===== config.mk =====
export PLATFORM = sky130hd
export DESIGN_NAME = pdua_control_unit_flat
export DESIGN_NICKNAME = d
export VERILOG_FILES = /design/src/rtl/pdua_control_unit_if.sv /design/src/rtl/pdua_control_unit.sv /design/src/flat_wrapper.sv
export SDC_FILE = /design/constraint.sdc
export NUM_CORES = 1
export LEC_CHECK = 0
export CORE_UTILIZATION = 46
export CTS_CLUSTER_DIAMETER = 200
export CTS_CLUSTER_SIZE = 25
export DETAILED_ROUTE_END_ITERATION = 10
export MAX_ROUTING_LAYER = met4
export PLACE_DENSITY = 0.9
export SKIP_CTS_REPAIR_TIMING = 1
export SLEW_MARGIN = 10
export SYNTH_ARGS = -nofsm -noshare
export SYNTH_HDL_FRONTEND = slang
export SYNTH_SLANG_ARGS = --single-unit

===== constraint.sdc =====
create_clock -name clk -period 3.75 [get_ports clk]
set_input_delay 0.75 -clock clk [delete_from_list [all_inputs] [get_ports clk]]
set_output_delay 0.75 -clock clk [all_outputs]
set_load 0.005 [all_outputs]

===== src/rtl/pdua_control_unit_if.sv =====
`default_nettype none
// ============================================================================
//  Module   : pdua_control_unit_if
//  Purpose  : Control bundle between the PDUA control unit and its datapath.
//  Revision : 1.0  initial release
// ============================================================================
interface pdua_control_unit_if #(
    parameter int ADDR_WIDTH = 3
);
    logic [4:0]            out_IR;
    logic                  C;
    logic                  N;
    logic                  P;
    logic                  Z;
    logic                  wr_rdn;
    logic                  enaf;
    logic [2:0]            selop;
    logic [1:0]            shamt;
    logic                  bank_wr_en;
    logic [ADDR_WIDTH-1:0] BusB_addr;
    logic [ADDR_WIDTH-1:0] BusC_addr;
    logic                  sclr;
    logic                  ir_en;
    logic                  mar_en;
    logic                  mdr_en;
    logic                  mdr_alu_n;
    logic                  halted;
    logic                  illegal_op;

    // Control unit drives the strobes and consumes opcode and flags.
    modport master (
        input  out_IR, C, N, P, Z,
        output wr_rdn, enaf, selop, shamt, bank_wr_en, BusB_addr, BusC_addr,
               sclr, ir_en, mar_en, mdr_en, mdr_alu_n, halted, illegal_op
    );

    modport slave (
        output out_IR, C, N, P, Z,
        input  wr_rdn, enaf, selop, shamt, bank_wr_en, BusB_addr, BusC_addr,
               sclr, ir_en, mar_en, mdr_en, mdr_alu_n, halted, illegal_op
    );
endinterface
`default_nettype wire


===== src/rtl/pdua_control_unit.sv =====
`default_nettype none
// ============================================================================
//  Module   : pdua_control_unit
//  Purpose  : Hardwired fetch/decode/execute FSM for the PDUA 8-bit datapath.
//  Revision : 1.0  initial release
// ============================================================================
module pdua_control_unit #(
    parameter int                    ADDR_WIDTH = 3,
    parameter logic [ADDR_WIDTH-1:0] PC_ADDR    = ADDR_WIDTH'(0),
    parameter logic [ADDR_WIDTH-1:0] ACC_ADDR   = ADDR_WIDTH'(3)
) (
    input  wire logic           clk,
    input  wire logic           rst,
    pdua_control_unit_if.master ctrl
);

    localparam logic [3:0] c_ST_INIT   = 4'd0;
    localparam logic [3:0] c_ST_F0     = 4'd1;
    localparam logic [3:0] c_ST_F1     = 4'd2;
    localparam logic [3:0] c_ST_F2     = 4'd3;
    localparam logic [3:0] c_ST_DECODE = 4'd4;
    localparam logic [3:0] c_ST_O0     = 4'd5;
    localparam logic [3:0] c_ST_O1     = 4'd6;
    localparam logic [3:0] c_ST_EX     = 4'd7;
    localparam logic [3:0] c_ST_SKIP   = 4'd8;
    localparam logic [3:0] c_ST_S0     = 4'd9;
    localparam logic [3:0] c_ST_S1     = 4'd10;
    localparam logic [3:0] c_ST_S2     = 4'd11;
    localparam logic [3:0] c_ST_HALT   = 4'd12;

    localparam logic [4:0] c_OP_NOP  = 5'b00000;
    localparam logic [4:0] c_OP_LDI  = 5'b00001;
    localparam logic [4:0] c_OP_ADDI = 5'b00010;
    localparam logic [4:0] c_OP_ANDI = 5'b00011;
    localparam logic [4:0] c_OP_NOT  = 5'b00100;
    localparam logic [4:0] c_OP_SHL  = 5'b00101;
    localparam logic [4:0] c_OP_JMP  = 5'b00110;
    localparam logic [4:0] c_OP_JZ   = 5'b00111;
    localparam logic [4:0] c_OP_STA  = 5'b01000;
    localparam logic [4:0] c_OP_HALT = 5'b11111;

    logic [3:0]            r_state;
    logic [3:0]            w_next;
    logic [4:0]            r_op;
    logic                  w_op_legal;
    logic                  w_unused_flags;

    logic                  w_wr_rdn;
    logic                  w_enaf;
    logic [2:0]            w_selop;
    logic [1:0]            w_shamt;
    logic                  w_bank_wr_en;
    logic [ADDR_WIDTH-1:0] w_busb;
    logic [ADDR_WIDTH-1:0] w_busc;
    logic                  w_sclr;
    logic                  w_ir_en;
    logic                  w_mar_en;
    logic                  w_mdr_en;
    logic                  w_mdr_alu_n;
    logic                  w_halted;
    logic                  w_illegal_op;

    assign w_op_legal     = (ctrl.out_IR <= c_OP_STA) || (ctrl.out_IR == c_OP_HALT);
    assign w_unused_flags = ^{ctrl.C, ctrl.N, ctrl.P};

    // The opcode is captured once in DECODE so later states ignore out_IR.
    always_ff @(posedge clk) begin
        if (rst) begin
            r_state <= c_ST_INIT;
            r_op    <= c_OP_NOP;
        end else begin
            r_state <= w_next;
            if (r_state == c_ST_DECODE) begin
                r_op <= ctrl.out_IR;
            end
        end
    end

    always_comb begin
        w_next = c_ST_INIT;
        case (r_state)
            c_ST_INIT:   w_next = c_ST_F0;
            c_ST_F0:     w_next = c_ST_F1;
            c_ST_F1:     w_next = c_ST_F2;
            c_ST_F2:     w_next = c_ST_DECODE;
            c_ST_DECODE: begin
                if (!w_op_legal) begin
                    w_next = c_ST_F0;
                end else begin
                    case (ctrl.out_IR)
                        c_OP_NOP:           w_next = c_ST_F0;
                        c_OP_NOT, c_OP_SHL: w_next = c_ST_EX;
                        c_OP_JZ:            w_next = ctrl.Z ? c_ST_O0 : c_ST_SKIP;
                        c_OP_HALT:          w_next = c_ST_HALT;
                        default:            w_next = c_ST_O0;
                    endcase
                end
            end
            c_ST_O0:     w_next = c_ST_O1;
            c_ST_O1:     w_next = (r_op == c_OP_STA) ? c_ST_S0 : c_ST_EX;
            c_ST_EX:     w_next = c_ST_F0;
            c_ST_SKIP:   w_next = c_ST_F0;
            c_ST_S0:     w_next = c_ST_S1;
            c_ST_S1:     w_next = c_ST_S2;
            c_ST_S2:     w_next = c_ST_F0;
            c_ST_HALT:   w_next = c_ST_HALT;
            default:     w_next = c_ST_INIT;
        endcase
    end

    always_comb begin
        w_wr_rdn     = 1'b0;
        w_enaf       = 1'b0;
        w_selop      = 3'b000;
        w_shamt      = 2'b00;
        w_bank_wr_en = 1'b0;
        w_busb       = '0;
        w_busc       = '0;
        w_sclr       = 1'b0;
        w_ir_en      = 1'b0;
        w_mar_en     = 1'b0;
        w_mdr_en     = 1'b0;
        w_mdr_alu_n  = 1'b0;
        w_halted     = 1'b0;
        w_illegal_op = 1'b0;
        case (r_state)
            c_ST_INIT: w_sclr = 1'b1;
            c_ST_F0, c_ST_O0: begin
                w_busb   = PC_ADDR;
                w_mar_en = 1'b1;
            end
            // Memory read into MDR overlaps with PC++ through the ALU.
            c_ST_F1, c_ST_O1, c_ST_SKIP: begin
                w_mdr_en     = (r_state != c_ST_SKIP);
                w_mdr_alu_n  = (r_state != c_ST_SKIP);
                w_busb       = PC_ADDR;
                w_selop      = 3'b001;
                w_busc       = PC_ADDR;
                w_bank_wr_en = 1'b1;
            end
            c_ST_F2:     w_ir_en = 1'b1;
            c_ST_DECODE: w_illegal_op = !w_op_legal;
            c_ST_EX: begin
                w_bank_wr_en = 1'b1;
                w_busc       = ACC_ADDR;
                w_enaf       = 1'b1;
                case (r_op)
                    c_OP_LDI:  w_selop = 3'b110;
                    c_OP_ADDI: begin w_busb = ACC_ADDR; w_selop = 3'b010; end
                    c_OP_ANDI: begin w_busb = ACC_ADDR; w_selop = 3'b011; end
                    c_OP_NOT:  begin w_busb = ACC_ADDR; w_selop = 3'b100; end
                    c_OP_SHL: begin
                        w_busb  = ACC_ADDR;
                        w_selop = 3'b101;
                        w_shamt = 2'b01;
                    end
                    c_OP_JMP, c_OP_JZ: begin
                        w_selop = 3'b110;
                        w_busc  = PC_ADDR;
                        w_enaf  = 1'b0;
                    end
                    default: begin
                        w_bank_wr_en = 1'b0;
                        w_busc       = '0;
                        w_enaf       = 1'b0;
                    end
                endcase
            end
            c_ST_S0: begin
                w_selop  = 3'b110;
                w_mar_en = 1'b1;
            end
            c_ST_S1: begin
                w_busb   = ACC_ADDR;
                w_mdr_en = 1'b1;
            end
            c_ST_S2:   w_wr_rdn = 1'b1;
            c_ST_HALT: w_halted = 1'b1;
            default: ;
        endcase
        // Reset silences everything, including the INIT clear strobe.
        if (rst) begin
            w_wr_rdn     = 1'b0;
            w_enaf       = 1'b0;
            w_selop      = 3'b000;
            w_shamt      = 2'b00;
            w_bank_wr_en = 1'b0;
            w_busb       = '0;
            w_busc       = '0;
            w_sclr       = 1'b0;
            w_ir_en      = 1'b0;
            w_mar_en     = 1'b0;
            w_mdr_en     = 1'b0;
            w_mdr_alu_n  = 1'b0;
            w_halted     = 1'b0;
            w_illegal_op = 1'b0;
        end
    end

    assign ctrl.wr_rdn     = w_wr_rdn;
    assign ctrl.enaf       = w_enaf;
    assign ctrl.selop      = w_selop;
    assign ctrl.shamt      = w_shamt;
    assign ctrl.bank_wr_en = w_bank_wr_en;
    assign ctrl.BusB_addr  = w_busb;
    assign ctrl.BusC_addr  = w_busc;
    assign ctrl.sclr       = w_sclr;
    assign ctrl.ir_en      = w_ir_en;
    assign ctrl.mar_en     = w_mar_en;
    assign ctrl.mdr_en     = w_mdr_en;
    assign ctrl.mdr_alu_n  = w_mdr_alu_n;
    assign ctrl.halted     = w_halted;
    assign ctrl.illegal_op = w_illegal_op;

endmodule
`default_nettype wire


===== src/flat_wrapper.sv =====
// flat-port wrapper written by rule: the top's interface ports become plain ports
module pdua_control_unit_flat 
#(
    parameter int                    ADDR_WIDTH = 3,
    parameter logic [ADDR_WIDTH-1:0] PC_ADDR    = ADDR_WIDTH'(0),
    parameter logic [ADDR_WIDTH-1:0] ACC_ADDR   = ADDR_WIDTH'(3)
)
  (clk, rst, ctrl_out_IR, ctrl_C, ctrl_N, ctrl_P, ctrl_Z, ctrl_wr_rdn, ctrl_enaf, ctrl_selop, ctrl_shamt, ctrl_bank_wr_en, ctrl_BusB_addr, ctrl_BusC_addr, ctrl_sclr, ctrl_ir_en, ctrl_mar_en, ctrl_mdr_en, ctrl_mdr_alu_n, ctrl_halted, ctrl_illegal_op);
  pdua_control_unit_if #(.ADDR_WIDTH(ADDR_WIDTH)) ctrl_i ();
  input  wire logic clk;
  input  wire logic rst;
  input wire logic [$bits(ctrl_i.out_IR)-1:0] ctrl_out_IR;
  input wire logic [$bits(ctrl_i.C)-1:0] ctrl_C;
  input wire logic [$bits(ctrl_i.N)-1:0] ctrl_N;
  input wire logic [$bits(ctrl_i.P)-1:0] ctrl_P;
  input wire logic [$bits(ctrl_i.Z)-1:0] ctrl_Z;
  output wire logic [$bits(ctrl_i.wr_rdn)-1:0] ctrl_wr_rdn;
  output wire logic [$bits(ctrl_i.enaf)-1:0] ctrl_enaf;
  output wire logic [$bits(ctrl_i.selop)-1:0] ctrl_selop;
  output wire logic [$bits(ctrl_i.shamt)-1:0] ctrl_shamt;
  output wire logic [$bits(ctrl_i.bank_wr_en)-1:0] ctrl_bank_wr_en;
  output wire logic [$bits(ctrl_i.BusB_addr)-1:0] ctrl_BusB_addr;
  output wire logic [$bits(ctrl_i.BusC_addr)-1:0] ctrl_BusC_addr;
  output wire logic [$bits(ctrl_i.sclr)-1:0] ctrl_sclr;
  output wire logic [$bits(ctrl_i.ir_en)-1:0] ctrl_ir_en;
  output wire logic [$bits(ctrl_i.mar_en)-1:0] ctrl_mar_en;
  output wire logic [$bits(ctrl_i.mdr_en)-1:0] ctrl_mdr_en;
  output wire logic [$bits(ctrl_i.mdr_alu_n)-1:0] ctrl_mdr_alu_n;
  output wire logic [$bits(ctrl_i.halted)-1:0] ctrl_halted;
  output wire logic [$bits(ctrl_i.illegal_op)-1:0] ctrl_illegal_op;
  assign ctrl_i.out_IR = ctrl_out_IR;
  assign ctrl_i.C = ctrl_C;
  assign ctrl_i.N = ctrl_N;
  assign ctrl_i.P = ctrl_P;
  assign ctrl_i.Z = ctrl_Z;
  assign ctrl_wr_rdn = ctrl_i.wr_rdn;
  assign ctrl_enaf = ctrl_i.enaf;
  assign ctrl_selop = ctrl_i.selop;
  assign ctrl_shamt = ctrl_i.shamt;
  assign ctrl_bank_wr_en = ctrl_i.bank_wr_en;
  assign ctrl_BusB_addr = ctrl_i.BusB_addr;
  assign ctrl_BusC_addr = ctrl_i.BusC_addr;
  assign ctrl_sclr = ctrl_i.sclr;
  assign ctrl_ir_en = ctrl_i.ir_en;
  assign ctrl_mar_en = ctrl_i.mar_en;
  assign ctrl_mdr_en = ctrl_i.mdr_en;
  assign ctrl_mdr_alu_n = ctrl_i.mdr_alu_n;
  assign ctrl_halted = ctrl_i.halted;
  assign ctrl_illegal_op = ctrl_i.illegal_op;
  pdua_control_unit #(.ADDR_WIDTH(ADDR_WIDTH), .PC_ADDR(PC_ADDR), .ACC_ADDR(ACC_ADDR)) u_core (.clk(clk), .rst(rst), .ctrl(ctrl_i));
endmodule

==> impl_metrics.json, run 1 <==
{
  "tightestPinTransition_ns": 0.5938,
  "final_util_pct": 68.05,
  "slowest_stage": "clkdlybuf4s50_1",
  "wl_um": 2038,
  "row_count": 14,
  "slew_headroom_pct": 60.25,
  "drtIter0Drc": 15,
  "cp_slowest_stage_delay_ns": 0.56,
  "violations": "design-rule violations",
  "diodes": 0,
  "drcViolationCount": 3,
  "clk_pin_slew_ns": 0.06,
  "synthCells": 111,
  "ir_drop_mv": 0.1963,
  "syn2layout_area_growth_pct": 32.16,
  "switching_share_pct": 36.03,
  "synth_seq_area_share_pct": 21.95,
  "synth_ff_type": "dfxtp_1",
  "pwr-share-clk_pct": 22.9,
  "power_leakage_nw": 0.3534,
  "die_w_um": 44.24,
  "layout_min_cycle_time_ns": 3.317,
  "gp_congestion": 0.8781,
  "root_buffer": "clkbuf_4",
  "grt_antenna_before_repair": 0,
  "hold_violations": 0,
  "clockBufferDepth": 2,
  "cts_tree": "built",
  "whs_path_depth": 2,
  "synth_edf_count": 0,
  "numCtsBuffers": 3,
  "tns_ns": 0,
  "pre_cts_slack_ns": 0.4195,
  "core_area_um2": 1594,
  "h-tree-depth": 1,
  "syn-mean-instance-area_um2": 7.394,
  "die-area_um2": 1957,
  "grt_max_degree": 19,
  "final_antenna_net_count": 0,
  "ys_async_sr_fraction_pct": 0,
  "cap_violations": 0,
  "synth_area_um2": 820.8,
  "io-pin-count": 32,
  "finalInstanceArea_um2": 1085,
  "pwr-share-comb_pct": 39.5,
  "vias_per_cell": 5.699,
  "nets": 144,
  "fmax_ghz": 0.3015,
  "finalSetupViolations": 0,
  "hp-class": "flip-flop to flip-flop",
  "synth_top_area_share_pct": 21.95,
  "skew_ns": 0.006397,
  "seq_power_share_pct": 37.7,
  "port_buffers": 25,
  "cp_data_arrival_time_ns": 2.57,
  "p_int_mw": 0.2134,
  "slew_violations": 0,
  "clock_latency_ns": 0.27,
  "rr_worst_depth": 3,
  "power_switching_mw": 0.1202,
  "route.vias.total": 889,
  "path_cells": "clkdlybuf4s50_1, or4_4, a211oi_2, clkdlybuf4s50_1",
  "synthDistinctLibCells": 42,
  "grt_pass1_wl_um": 3456,
  "rsz0062_at_grt": "no",
  "setup_slack_ns": 0.4333,
  "yosysTopAreaCell": "dfxtp_1",
  "start_util_pct": 51.49,
  "critPathRequiredTime_ns": 3.00,
  "cp_common_cell": "clkdlybuf4s50_1",
  "ys_seq_elements": 9,
  "overflow": 0,
  "final.period_utilization_pct": 88.44,
  "cp_max_fo": 3,
  "outcome": "complete, but fails checks",
  "grt_pass1_vias": 812,
  "path_class": "input port to primary output",
  "critPathCaptureType": "primary output",
  "drive_above_1_share_pct": 8.333,
  "crit_path_start_kind": "input port",
  "grtUsageTotal_pct": 24.35,
  "power_density_nw_per_um2": 307.5,
  "netlist_top_cells_area": "dfxtp_1 (22%), nor2_1 (6.4%), buf_4 (5.5%)",
  "clkSinkCount": 9,
  "ys.warnings.count": 0,
  "die_h_um": 44.24,
  "wire_per_inst_um": 13.06,
  "drt_pass1_iterations": 7,
  "dp.final_hpwl_um": 1508,
  "postPlaceCellArea_um2": 1059
}
## layout make-up
class / count / area (µm²)
Multi-Input combinational cell: 89 / 568.0
Inverter: 2 / 7.507
Clock buffer: 4 / 26.28
Fill cell: 138 / 509.2
Tap cell: 24 / 30.03
Sequential cell: 9 / 180.2
Timing Repair Buffer: 28 / 272.8
## final timing paths
kind	from	to	slack (ns)
hold reg to reg	u_core.r_op[0]	u_core.r_op[0]	0.58
setup / recovery	rst	ctrl_BusC_addr[1]	0.43
setup reg to reg	u_core.r_state[0]	u_core.r_state[2]	2.19
hold / removal	u_core.r_op[0]	u_core.r_op[0]	0.58
## power groups by stage
stage | clock network, mW | registers, mW | logic, mW
2_1_floorplan | 0 | 0.115 | 0.0950
3_3_place_gp | 0 | 0.127 | 0.127
3_5_place_dp | 0 | 0.128 | 0.131
4_1_cts | 0.0776 | 0.126 | 0.132
5_1_grt | 0.0840 | 0.128 | 0.147
6_report | 0.0762 | 0.126 | 0.132
## Yosys cell counts (2+ instances only)
master	instances
nand3b_1	2
mux2i_1	4
a22oi_1	2
clkbuf_1	6
nand2_1	9
o21bai_1	3
buf_4	6
or3_1	2
o21a_1	2
nand3_1	2
nand2b_1	5
a21oi_1	6
dfxtp_1	9
o21ai_1	3
nor2_1	14
nor2b_1	4
nor3_1	3
inv_1	2
nor3b_1	4
## per-layer routing
metal  wire length [µm]  share of wire, %  global-route usage (%)  vias to the layer above
met5                  0                 0                       -                        -
met4                 26               1.3                   8.485                        0
met3                100               4.9                   4.082                        4
met2                997                49                   40.88                       36
met1                914                45                   29.25                      407
li1                   -                 -                       -                      442
## critical path, delay by kind of cell
family | cells | cell delay [ns]
buffers and inverters | 2 | 1.00
AO/OA/AOI/OAI | 1 | 0.28
AND/OR/NAND/NOR | 1 | 0.54
## sequential cells by signal, summed over array words and instances (netlist names)
register        cells
u_core.r_state      4
u_core.r_op         5
## cells by family (layout without fill, tap and decap cells)
family / Yosys count / count (layout) / share of synthesized area, %
buffers and inverters: 15 / 34 / 9.755
AO/OA/AOI/OAI: 28 / 28 / 24.24
other: 1 / 3 / 0.4569
AND/OR/NAND/NOR: 53 / 53 / 37.65
XOR/XNOR: 1 / 1 / 1.067
flip-flops: 9 / 9 / 21.95
multiplexers: 4 / 4 / 4.878
## placed cells by master, fill, tap and decap left out, types with 2 or more instances in the layout
master,instances
clkdlybuf4s50_1,25
nor2_1,14
nand2_1,9
dfxtp_1,9
a21oi_1,6
nand2b_1,5
nor2b_1,4
nor3b_1,4
mux2i_1,4
o21bai_1,3
nor3_1,3
o21ai_1,3
conb_1,3
clkbuf_4,3
buf_4,3
nand3b_1,2
nand3_1,2
inv_1,2
a22oi_1,2
or3_1,2
o21a_1,2
## through the flow
step                hold WS [ns]  total power [mW]  instances
floorplan                 0.5133            0.2104        113
global placement          0.5580            0.2541        152
detailed placement        0.5718            0.2586        152
CTS                       0.5859            0.3350        156
global route              0.6292            0.3587        156
finish                    0.5817            0.3336        156
(Power assumes the default switching activity.)
==> run 2, diff against run 1 <==
- CORE_UTILIZATION: 46 -> 39
- HOLD_SLACK_MARGIN: unset -> 0.08
- PLACE_DENSITY: 0.9 -> 0.82
- clock period: 3.75 -> 2.9 ns (I/O delays scaled with it)
==> run 2 against run 1 <==
The flow now finishes without violations. Clock skew shrank 0.0024 ns. Worst hold slack improved by 0.0075 ns. Register-to-register slack lost 0.77 ns. Critical path type is now flip-flop to primary output. Critical endpoint is now ctrl_selop[0]. Highest routed layer unchanged.
==> impl_metrics.json, run 2 (same netlist as run 1, synthesis figures left out) <==
{
  "outcome": "complete, no violations",
  "pwr-share-clk_pct": 21.5,
  "grt_pass1_wl_um": 3139,
  "die_w_um": 47.88,
  "power_switching_mw": 0.1551,
  "rsz0062_at_grt": "no",
  "critPathCaptureType": "primary output",
  "drcViolationCount": 0,
  "io-pin-count": 32,
  "vias_per_cell": 5.630,
  "clock_latency_ns": 0.26,
  "drive_above_1_share_pct": 10.37,
  "final_util_pct": 57.40,
  "start_util_pct": 41.84,
  "final_cell_mix": "clkdlybuf4s50_1 (22), nor2_1 (14), nand2_1 (9), dfxtp_1 (9)",
  "layout_min_cycle_time_ns": 2.771,
  "grt_antenna_before_repair": 0,
  "top_regs": "u_core.r_op x5, u_core.r_state x4",
  "critPathRequiredTime_ns": 2.32,
  "cap_violations": 0,
  "port_buffers": 25,
  "slew_violations": 0,
  "seq_power_share_pct": 36.0,
  "nets": 147,
  "drtIter0Drc": 30,
  "cts_tree": "built",
  "h-tree-depth": 1,
  "largest_register": "u_core.r_op",
  "core_area_um2": 1962,
  "ir_drop_mv": 0.2085,
  "grtUsageTotal_pct": 19.75,
  "skew_ns": 0.003952,
  "cp_data_arrival_time_ns": 2.19,
  "syn2layout_area_growth_pct": 37.20,
  "hold_violations": 0,
  "row_count": 16,
  "switching_share_pct": 35.53,
  "drt_pass1_iterations": 4,
  "fmax_ghz": 0.3608,
  "pwr-share-comb_pct": 42.5,
  "grt_max_degree": 19,
  "cp_slowest_stage_delay_ns": 0.52,
  "wl_um": 2078,
  "grt_pass1_vias": 734,
  "final_common_cell": "clkdlybuf4s50_1",
  "clk_pin_slew_ns": 0.06,
  "clockBufferDepth": 2,
  "cp_max_fo": 5,
  "power_leakage_nw": 0.4259,
  "final_antenna_net_count": 0,
  "final.period_utilization_pct": 95.57,
  "largest_register_ffs": 5,
  "power_density_nw_per_um2": 387.8,
  "numCtsBuffers": 3,
  "gp_congestion": 0.7988,
  "slowest_stage": "clkdlybuf4s50_1",
  "diodes": 0,
  "total_power_mw": 0.4367,
  "clkSinkCount": 9,
  "wire_per_inst_um": 12.83,
  "fillerInstances": 196,
  "hp-class": "flip-flop to flip-flop",
  "die_h_um": 47.88,
  "crit_path_start_kind": "flip-flop",
  "route.vias.total": 912,
  "p_int_mw": 0.2815,
  "path_cells": "or3b_4, nor3b_1, nand3b_1, a21oi_1, clkdlybuf4s50_1",
  "die-area_um2": 2292,
  "overflow": 0,
  "finalSetupViolations": 0,
  "path_class": "flip-flop to primary output",
  "root_buffer": "clkbuf_4",
  "final-seq-area_um2": 180.2,
  "dp.final_hpwl_um": 1559,
  "multi_input_area_um2": 575.6
}
==> run 2: cell types whose count changed in the layout (fill, tap and decap cells not counted) <==
cell	previous run	this run
a211oi_2	1	0
a211oi_4	0	1
buf_4	3	6
clkdlybuf4s50_1	25	22
dlymetal6s2s_1	0	3
==> run 2: layout make-up <==
type | instances | area share [%]
inverter | 2 | 0.6667
tap | 27 | 3.000
timing repair buffer | 31 | 26.89
clock buffer | 4 | 2.333
sequential | 9 | 16.00
multi-input combinational | 89 | 51.11
==> run 2: critical path, delay by kind of cell, from the launching register on <==
| family | cells | cell delay [ns] |
|---|---|---|
| simple gates | 3 | 0.89 |
| buf+inv | 1 | 0.52 |
| flops | 1 | 0.35 |
| compound gates | 1 | 0.18 |
==> run 2: through the flow <==
step | hold WS [ns] | area, µm² | setup WS [ns] | TNS [ns] | cells
floorplan | 0.5133 | 828.3 | 0.6160 | 0 | 113
global placement | 0.5531 | 1085 | -0.01154 | -0.03293 | 158
detailed placement | 0.5638 | 1085 | -0.06000 | -0.1738 | 158
CTS | 0.5819 | 1111 | -0.05372 | -0.1562 | 162
global route | 0.6180 | 1126 | 0.0005114 | 0 | 162
finish | 0.5892 | 1126 | 0.1285 | 0 | 162
==> run 2: metal layers <==
metal	vias up	global-route usage [%]	share of wire, %
met5	-	-	0
met4	0	10.00	2.6
met3	8	3.774	3.9
met2	37	31.89	49
met1	423	23.09	44
li1	444	-	-
==> run 2: power groups by stage <==
stage	Clock (mW)	Combinational [mW]	Sequential (mW)
after floorplan	0	0.123	0.149
after global placement	0	0.178	0.158
after detailed placement	0	0.184	0.159
after CTS	0.0969	0.185	0.156
after global routing	0.106	0.204	0.159
final	0.0939	0.186	0.157
==> run 2: final timing paths <==
path / slack, ns / end / cells after the start / startpoint
worst min register to register: 0.59 / u_core.r_op[3] / 2 / u_core.r_op[3]
worst max-delay path: 0.13 / ctrl_selop[0] / 5 / u_core.r_op[3]
worst min-delay path: 0.59 / u_core.r_op[3] / 2 / u_core.r_op[3]
worst max register to register: 1.42 / u_core.r_state[1] / 4 / u_core.r_state[2]
==> run 3, diff against run 2 <==
- CORE_UTILIZATION: 39 -> 46
- PLACE_DENSITY: 0.82 -> 0.9
- clock period: 2.9 -> 3.3 ns (I/O delays scaled with it)
==> run 3 against run 2 <==
The flow now finishes with violations (design-rule violations). Worst hold slack worse by 0.0093 ns. Combinational power shrank 12%. Flip-flop and latch count did not move. First-iteration DRC count down 43%. Clock-buffer cell count unchanged. Clock skew is 0.0027 ns lower. Sequential power down 15%. Power decreased by 11%. Critical path depth fell by 1. Critical path type is now input port to primary output.
==> impl_metrics.json, run 3 (same netlist as run 1, synthesis figures left out) <==
{
  "drcViolationCount": 3,
  "start_util_pct": 51.49,
  "final_common_cell": "clkdlybuf4s50_1",
  "rr_worst_depth": 4,
  "postPlaceCellArea_um2": 1074,
  "cp_max_fo": 3,
  "outcome": "complete, but fails checks",
  "fillerInstances": 139,
  "r2r_setup_slack_ns": 1.76,
  "final.period_utilization_pct": 94.34,
  "dp.final_hpwl_um": 1567,
  "nets": 146,
  "root_buffer": "clkbuf_4",
  "cp_data_arrival_time_ns": 2.45,
  "crit_path_start_kind": "input port",
  "grt_antenna_before_repair": 0,
  "wire_per_inst_um": 12.94,
  "holdPathEnd": "u_core.r_op[0]",
  "whs_path_depth": 2,
  "overflow": 0,
  "tns_ns": 0,
  "hold_violations": 0,
  "drtIter0Drc": 17,
  "grt_pass1_vias": 768,
  "power_leakage_nw": 0.3639,
  "critPathRequiredTime_ns": 2.64,
  "grt_max_degree": 19,
  "syn2layout_area_growth_pct": 33.99,
  "finalInstanceArea_um2": 1100,
  "violations": "design-rule violations",
  "vias_per_cell": 5.665,
  "tightestPinTransition_ns": 0.6190,
  "cap_violations": 0,
  "drt_pass1_iterations": 7,
  "layout_min_cycle_time_ns": 3.113,
  "die_h_um": 44.24,
  "numCtsBuffers": 3,
  "wl_um": 2044,
  "clock_latency_ns": 0.27,
  "clk_pin_slew_ns": 0.06,
  "slew_violations": 0,
  "top_regs": "u_core.r_op x5, u_core.r_state x4",
  "hp-start": "u_core.r_op[0]",
  "path_class": "input port to primary output",
  "die_w_um": 44.24,
  "grtUsageTotal_pct": 24.17,
  "clockBufferDepth": 2,
  "fmax_ghz": 0.3212,
  "clkSinkCount": 9,
  "io-pin-count": 32,
  "h-tree-depth": 1,
  "skew_ns": 0.001267,
  "final_antenna_net_count": 0,
  "diodes": 0,
  "die-area_um2": 1957,
  "finalSetupViolations": 0,
  "largest_register_ffs": 5,
  "rr_startpoint": "u_core.r_op[2]",
  "slew_headroom_pct": 58.42,
  "port_buffers": 25,
  "grt_pass1_wl_um": 3339,
  "largest_register": "u_core.r_op",
  "route.vias.total": 895,
  "drive_above_1_share_pct": 9.701,
  "final_cell_mix": "clkdlybuf4s50_1 (25), nor2_1 (14), nand2_1 (9), dfxtp_1 (9), a21oi_1 (6)",
  "ir_drop_mv": 0.2209,
  "core_area_um2": 1594,
  "critPathCaptureType": "primary output",
  "row_count": 14,
  "r2r_end": "u_core.r_state[2]",
  "power_density_nw_per_um2": 352.1,
  "rsz0062_at_grt": "no",
  "hp-class": "flip-flop to flip-flop",
  "gp_congestion": 0.8647,
  "cts_tree": "built"
}
## run 3: layout make-up
cell class	count	area, µm²	area share (%)
well taps	24	30.03	2.730
clock buffers	4	26.28	2.389
repair buffers	30	287.8	26.17
inverters	2	7.507	0.6826
multi-input cells	89	568.0	51.65
flip-flops and latches	9	180.2	16.38
## run 3: how the worst max path moves through the flow
stage	startpoint	endpoint	slack, ns	depth (start not counted)
floorplan	rst	ctrl_BusC_addr[0]	0.86	4
global placement	rst	ctrl_enaf	0.23	4
detailed placement	rst	ctrl_enaf	0.16	4
CTS	rst	ctrl_BusC_addr[0]	0.16	4
global route	rst	ctrl_BusC_addr[0]	0.12	4
finish	rst	ctrl_BusC_addr[0]	0.19	4
## run 3: layer usage
metal	global-route usage, %	wire length [µm]
met1	26.50	875
met2	41.76	997
met3	3.673	123
met4	12.73	47
met5	-	0
## run 3: where the power goes
part	leakage (nW)	switching [mW]	internal, mW
Sequential	0.0733	0.0146	0.119
Clock	0.0150	0.0426	0.0469
Combinational	0.276	0.0833	0.0810
Total	0.364	0.141	0.247
## run 3: metrics by stage
stage	utilization, %	instances	setup slack (ns)	hold WS, ns	power (mW)
2_1_floorplan	-	113	0.8560	0.5133	0.2391
3_3_place_gp	67.35	154	0.2297	0.5589	0.2937
3_5_place_dp	67.35	154	0.1617	0.5704	0.2984
4_1_cts	69.00	158	0.1643	0.5817	0.3871
5_1_grt	69.00	158	0.1157	0.5936	0.4117
6_report	69.00	158	0.1867	0.5799	0.3873
## run 3: worst max-delay path, stage by stage
cell	delay, ns
clkdlybuf4s50_1	0.43
or4_4	0.53
a211oi_2	0.27
clkdlybuf4s50_1	0.55
